==> src/rtl/uart_sum_sequencer.sv <==
`default_nettype none
// ============================================================================
// Module   : uart_sum_sequencer
// Brief    : Collects FRAME_LEN bytes from uart_rx, keeps a modulo-2^N running
//            sum and sends the sum to uart_tx through a ready/valid handshake.
//            Define UART_SUM_ECHO_EN to echo the frame bytes before the sum.
// Revision : 1.0 - initial release
// ============================================================================
module uart_sum_sequencer #(
    parameter int N_DATA_BITS = 8,
    parameter int FRAME_LEN   = 16
) (
    input  logic                   i_clk,
    input  logic                   i_reset,
    input  logic [N_DATA_BITS-1:0] i_rx_data,
    input  logic                   i_rx_data_valid,
    input  logic                   i_tx_ready,
    output logic [N_DATA_BITS-1:0] o_tx_data,
    output logic                   o_tx_data_valid,
    output logic [N_DATA_BITS-1:0] o_sum,
    output logic                   o_frame_done,
    output logic                   o_busy,
    output logic                   o_overrun
);

    localparam int                c_cnt_w      = $clog2(FRAME_LEN + 1);
    localparam logic [c_cnt_w-1:0] c_last_count = c_cnt_w'(FRAME_LEN - 1);

    typedef enum logic [1:0] {
        S_COLLECT = 2'd0,
        S_TX_REQ  = 2'd1,
        S_TX_WAIT = 2'd2,
        S_DONE    = 2'd3
    } state_t;

    state_t                 r_state;
    state_t                 w_state_next;
    logic [c_cnt_w-1:0]     r_count;
    logic [N_DATA_BITS-1:0] r_sum;
    logic [N_DATA_BITS-1:0] r_tx_data;
    logic                   r_overrun;
    logic                   r_low_seen;

    logic [N_DATA_BITS-1:0] w_sum_next;
    logic [N_DATA_BITS-1:0] w_first_tx;
    logic [N_DATA_BITS-1:0] w_next_tx;
    logic                   w_accept;
    logic                   w_fill;
    logic                   w_xfer;
    logic                   w_wait_done;
    logic                   w_more;

    assign w_accept    = (r_state == S_COLLECT) && i_rx_data_valid;
    assign w_sum_next  = r_sum + i_rx_data;
    assign w_fill      = w_accept && (r_count == c_last_count);
    assign w_xfer      = (r_state == S_TX_REQ) && i_tx_ready;
    // The ready low phase must have been seen before a high level counts.
    assign w_wait_done = (r_state == S_TX_WAIT) && r_low_seen && i_tx_ready;

`ifdef UART_SUM_ECHO_EN
    localparam int                 c_addr_w    = (FRAME_LEN > 1) ? $clog2(FRAME_LEN) : 1;
    localparam logic [c_cnt_w-1:0] c_frame_len = c_cnt_w'(FRAME_LEN);

    logic [N_DATA_BITS-1:0] r_buffer [FRAME_LEN];
    logic [c_cnt_w-1:0]     r_idx;
    logic [c_cnt_w-1:0]     w_idx_inc;

    assign w_idx_inc = r_idx + c_cnt_w'(1);
    assign w_more    = (r_idx != c_frame_len);
    // With a one-byte frame buffer[0] is being written on the filling edge.
    assign w_first_tx = (r_count == '0) ? i_rx_data : r_buffer[0];
    assign w_next_tx  = (w_idx_inc == c_frame_len) ? r_sum
                                                   : r_buffer[w_idx_inc[c_addr_w-1:0]];

    always_ff @(posedge i_clk) begin
        if (w_accept) begin
            r_buffer[r_count[c_addr_w-1:0]] <= i_rx_data;
        end
    end

    always_ff @(posedge i_clk) begin
        if (i_reset) begin
            r_idx <= '0;
        end else if (w_fill) begin
            r_idx <= '0;
        end else if (w_wait_done && w_more) begin
            r_idx <= w_idx_inc;
        end
    end
`else
    assign w_more     = 1'b0;
    assign w_first_tx = w_sum_next;
    assign w_next_tx  = r_sum;
`endif

    always_ff @(posedge i_clk) begin
        if (i_reset) begin
            r_state <= S_COLLECT;
        end else begin
            r_state <= w_state_next;
        end
    end

    always_comb begin
        w_state_next = r_state;
        case (r_state)
            S_COLLECT: if (w_fill)      w_state_next = S_TX_REQ;
            S_TX_REQ:  if (w_xfer)      w_state_next = S_TX_WAIT;
            S_TX_WAIT: if (w_wait_done) w_state_next = w_more ? S_TX_REQ : S_DONE;
            S_DONE:                     w_state_next = S_COLLECT;
            default:                    w_state_next = S_COLLECT;
        endcase
    end

    always_ff @(posedge i_clk) begin
        if (i_reset) begin
            r_count    <= '0;
            r_sum      <= '0;
            r_tx_data  <= '0;
            r_overrun  <= 1'b0;
            r_low_seen <= 1'b0;
        end else begin
            if (w_accept) begin
                r_count <= r_count + c_cnt_w'(1);
                r_sum   <= w_sum_next;
            end else if (r_state == S_DONE) begin
                r_count <= '0;
                r_sum   <= '0;
            end

            if (i_rx_data_valid && !w_accept) begin
                r_overrun <= 1'b1;
            end

            if (w_fill) begin
                r_tx_data <= w_first_tx;
            end else if (w_wait_done && w_more) begin
                r_tx_data <= w_next_tx;
            end

            if (w_xfer) begin
                r_low_seen <= 1'b0;
            end else if ((r_state == S_TX_WAIT) && !i_tx_ready) begin
                r_low_seen <= 1'b1;
            end
        end
    end

    assign o_tx_data       = r_tx_data;
    assign o_tx_data_valid = (r_state == S_TX_REQ);
    assign o_sum           = r_sum;
    assign o_frame_done    = (r_state == S_DONE);
    assign o_busy          = (r_state != S_COLLECT);
    assign o_overrun       = r_overrun;

endmodule
`default_nettype wire
==> config.mk <==
export PLATFORM = sky130hd
export DESIGN_NAME = uart_sum_sequencer
export DESIGN_NICKNAME = d
export VERILOG_FILES = /design/src/rtl/uart_sum_sequencer.sv
export SDC_FILE = /design/constraint.sdc
export NUM_CORES = 1
export LEC_CHECK = 0
export CORE_MARGIN = 2
export CORE_UTILIZATION = 40
export DETAILED_ROUTE_END_ITERATION = 6
export GPL_TIMING_DRIVEN = 0
export PLACE_DENSITY = 0.79
export SETUP_SLACK_MARGIN = 0.05
export SKIP_LAST_GASP = 1
export SYNTH_ARGS = -nofsm -noshare
export SYNTH_HDL_FRONTEND = slang
export SYNTH_SLANG_ARGS = --single-unit
==> constraint.sdc <==
create_clock -name i_clk -period 1.99 [get_ports i_clk]
set_input_delay 0.2985 -clock i_clk [delete_from_list [all_inputs] [get_ports i_clk]]
set_output_delay 0.2985 -clock i_clk [all_outputs]
set_load 0.01 [all_outputs]
==> insert_results.sql <==
INSERT INTO impl_metrics (metric_group, metric, value, unit) VALUES
('synth', 'syn_area', '1370', 'um^2'),
('critical_path', 'critPathKind', 'reg -> reg', ''),
('routing', 'drt_drc_violations_left', '0', ''),
('floorplanning', 'dieArea', '3910', 'um^2'),
('placed_design', 'placed_cells_incl_taps', '244', ''),
('power_and_ir_drop', 'cell_internal_pwr', '931', 'uW'),
('power_and_ir_drop', 'cellPowerDensity', '793', 'nW/um^2'),
('clocking', 'ctsHoldBuffers', '0', ''),
('global_route', 'grt_pass1_wl', '5480', 'um'),
('finish', 'layout_commonest_cell', 'clkdlybuf4s50_1', ''),
('critical_path', 'worst_ep_required_time', '2.23', 'ns'),
('timing', 'achievable_freq', '516', 'MHz'),
('clocking', 'clk_pin_slew_worst_paths', '0.14', 'ns'),
('critical_path', 'timing.critical_path.arrival', '2.18', 'ns'),
('routing', 'antenna_left', '0', ''),
('timing', 'worst_case_hold_slack', '0.397', 'ns'),
('critical_path', 'end_kind', 'flip-flop', ''),
('critical_path', 'timing.critical_path.fanout_max', '3', ''),
('critical_path', 'critPathMaxStageDelay', '0.42', 'ns'),
('routing', 'wl_per_cell', '12.7', 'um'),
('timing', 'worst-slew-pin-transition', '0.513', 'ns'),
('routing', 'initialDrtViolationCount', '64', ''),
('power_and_ir_drop', 'switching_power', '510', 'uW'),
('routing', 'router_iterations_before_antenna_repair', '4', ''),
('critical_path', 'crit_start', 'o_sum[0]', ''),
('critical_path', 'critical_path_slowest_stage_cell', 'or4_4', ''),
('critical_path', 'worstReg2RegStart', 'o_sum[0]', ''),
('floorplanning', 'floorplan.io_pins', '32', ''),
('finish', 'layout_common_cells', '28 x clkdlybuf4s50_1, 24 x dfxtp_1, 23 x nand2_1, 20 x a21oi_1, 17 x nor2_1', ''),
('timing', 'timing.final.setup_violations', '0', ''),
('finish', 'nets', '231', ''),
('synth', 'synth_unique_cells', '39', ''),
('timing', 'post-route-worst-setup-slack', '0.0516', 'ns'),
('global_route', 'grt_remaining_overflow', '0', ''),
('synth', 'synth_enable_flop_cells', '0', ''),
('finish', 'final_layout_size_suffix_gt1_share', '9.80', '%'),
('timing', 'final.setup_skew', '0.00943', 'ns'),
('placed_design', 'place_congestion', '0.815', ''),
('floorplanning', 'dieHeight', '62.5', 'um'),
('clocking', 'numCtsBuffers', '3', ''),
('status', 'outcome', 'completed', ''),
('global_route', 'grt_antenna_before_repair', '0', ''),
('floorplanning', 'chipWidth', '62.5', 'um'),
('timing', 'period_share', '97.4', '%'),
('floorplanning', 'coreArea', '3310', 'um^2'),
('synth', 'synth-seq-cells', '25', ''),
('worst_hold_path', 'hold_path.class', 'in -> reg', ''),
('clocking', 'clk_latency', '0.32', 'ns'),
('timing', 'finalCriticalPeriod', '1.94', 'ns'),
('power_and_ir_drop', 'total_power', '1.44', 'mW'),
('finish', 'fillers', '330', ''),
('critical_path', 'cp-endpoint', 'o_tx_data[6]', ''),
('placed_design', 'port-buffer-count', '30', ''),
('critical_path', 'cp_num_cells', '8', ''),
('placed_design', 'placement.setup.worst_slack', '-0.444', 'ns'),
('placed_design', 'dp.final_hpwl', '2210', 'um'),
('synth', 'syn-instance-count', '168', ''),
('worst_hold_path', 'hold_start', 'i_reset', ''),
('clocking', 'root_buffer', 'clkbuf_4', ''),
('synth', 'yosys_warnings', '0', ''),
('clocking', 'cts-root-to-sink-buffers', '2', ''),
('timing', 'grt_setup_unrepaired', 'true', ''),
('global_route', 'globalRouteTotalUtil', '16.9', '%'),
('critical_path', 'crit_family', 'compound AO/OA/AOI/OAI gates', ''),
('power_and_ir_drop', 'switching_share', '35.4', '%'),
('power_and_ir_drop', 'power.sequential.fraction', '41.3', '%'),
('power_and_ir_drop', 'power.ir.vdd_worst', '0.363', 'mV'),
('timing', 'hold_violations', '0', ''),
('timing', 'drv_slew', '0', ''),
('power_and_ir_drop', 'power.combinational.fraction', '42.5', '%'),
('critical_path', 'worstPathBufferInverterCount', '1', '');
per-layer routing:
layer / global-route usage (%) / routed length [um] / up-vias
met1: 21.4 / 1510 / 594
met5: 0 / 0 / -
met4: 4.17 / 33 / 0
met2: 30.0 / 1500 / 27
li1: - / - / 660
met3: 2.70 / 144 / 4
state kept, by name, summed over array words and instances, names as in the netlist:
register    cells
r_count         5
r_low_seen      1
o_sum           8
r_state         2
o_overrun       1
o_tx_data       8
worst min-delay path by stage:
stage / slack [ns] / to / depth (start not counted)
after floorplan: 0.44 / o_overrun / 2
after global placement: 0.45 / o_tx_data[5] / 2
after global routing: 0.39 / o_tx_data[1] / 2
after CTS: 0.39 / o_tx_data[1] / 2
final: 0.40 / o_tx_data[1] / 2
after detailed placement: 0.45 / o_tx_data[4] / 2
cell usage after synthesis, types with 2 or more instances:
master     n  area [um^2]
dfxtp_1   25          500
nand2_1   23         86.3
a21oi_1   20          100
nor2_1    17         63.8
ha_1      13          163
inv_1     10         37.5
nand3_1    8         40.0
clkbuf_1   4         15.0
o21ai_0    4         20.0
a211oi_1   3         22.5
a21o_1     3         22.5
a31oi_1    3         18.8
a22oi_1    2         15.0
and2_1     2         12.5
and3_1     2         12.5
buf_1      2         7.51
nand3b_1   2         15.0
o21a_1     2         15.0
o31ai_2    2         25.0
xnor2_1    2         17.5
cell families after synthesis:
kind of cell / Yosys count / synth area share [%]
flip-flops: 25 / 36.6
XOR/XNOR: 3 / 1.92
AND/OR/NAND/NOR: 63 / 21.8
multiplexers: 1 / 0.731
AO/OA/AOI/OAI: 45 / 20.9
adder cells (fa/ha/maj): 14 / 13.3
buffers and inverters: 17 / 4.66
through the flow:
step	util (%)	area (um^2)
after floorplan	-	1370
after global placement	52.2	1730
after detailed placement	52.2	1730
after CTS	54.2	1800
after global routing	54.9	1820
final	54.9	1820
worst register-to-register path, stage by stage (launching register included):
cell     delay (ns)
dfxtp_2        0.36
ha_2           0.18
inv_2          0.05
fa_2           0.22
nor2b_4        0.05
o31a_1         0.27
or4_4          0.42
o311a_4        0.15
o31ai_2        0.16
power by group through the flow:
stage | sequential (mW) | clock, mW | combinational, mW
6_report | 0.596 | 0.232 | 0.613
5_1_grt | 0.606 | 0.260 | 0.676
4_1_cts | 0.596 | 0.239 | 0.587
3_5_place_dp | 0.605 | 0 | 0.556
3_3_place_gp | 0.604 | 0 | 0.547
2_1_floorplan | 0.614 | 0 | 0.355
timing repair:
item	in CTS	in global routing
setup endpoints to repair	5	4
resized for setup	8	5
setup buffers	2	1
pin swaps	1	3
cell type report:
type / instances / area [um^2] / area share, %
Buffer: 5 / 18.8 / 1.03
Tap cell: 46 / 57.6 / 3.17
Inverter: 11 / 41.3 / 2.27
Timing Repair Buffer: 33 / 320 / 17.6
Clock buffer: 4 / 26.3 / 1.45
Sequential cell: 25 / 502 / 27.6
Multi-Input combinational cell: 126 / 852 / 46.9
Power figures use the tool's default switching activity.
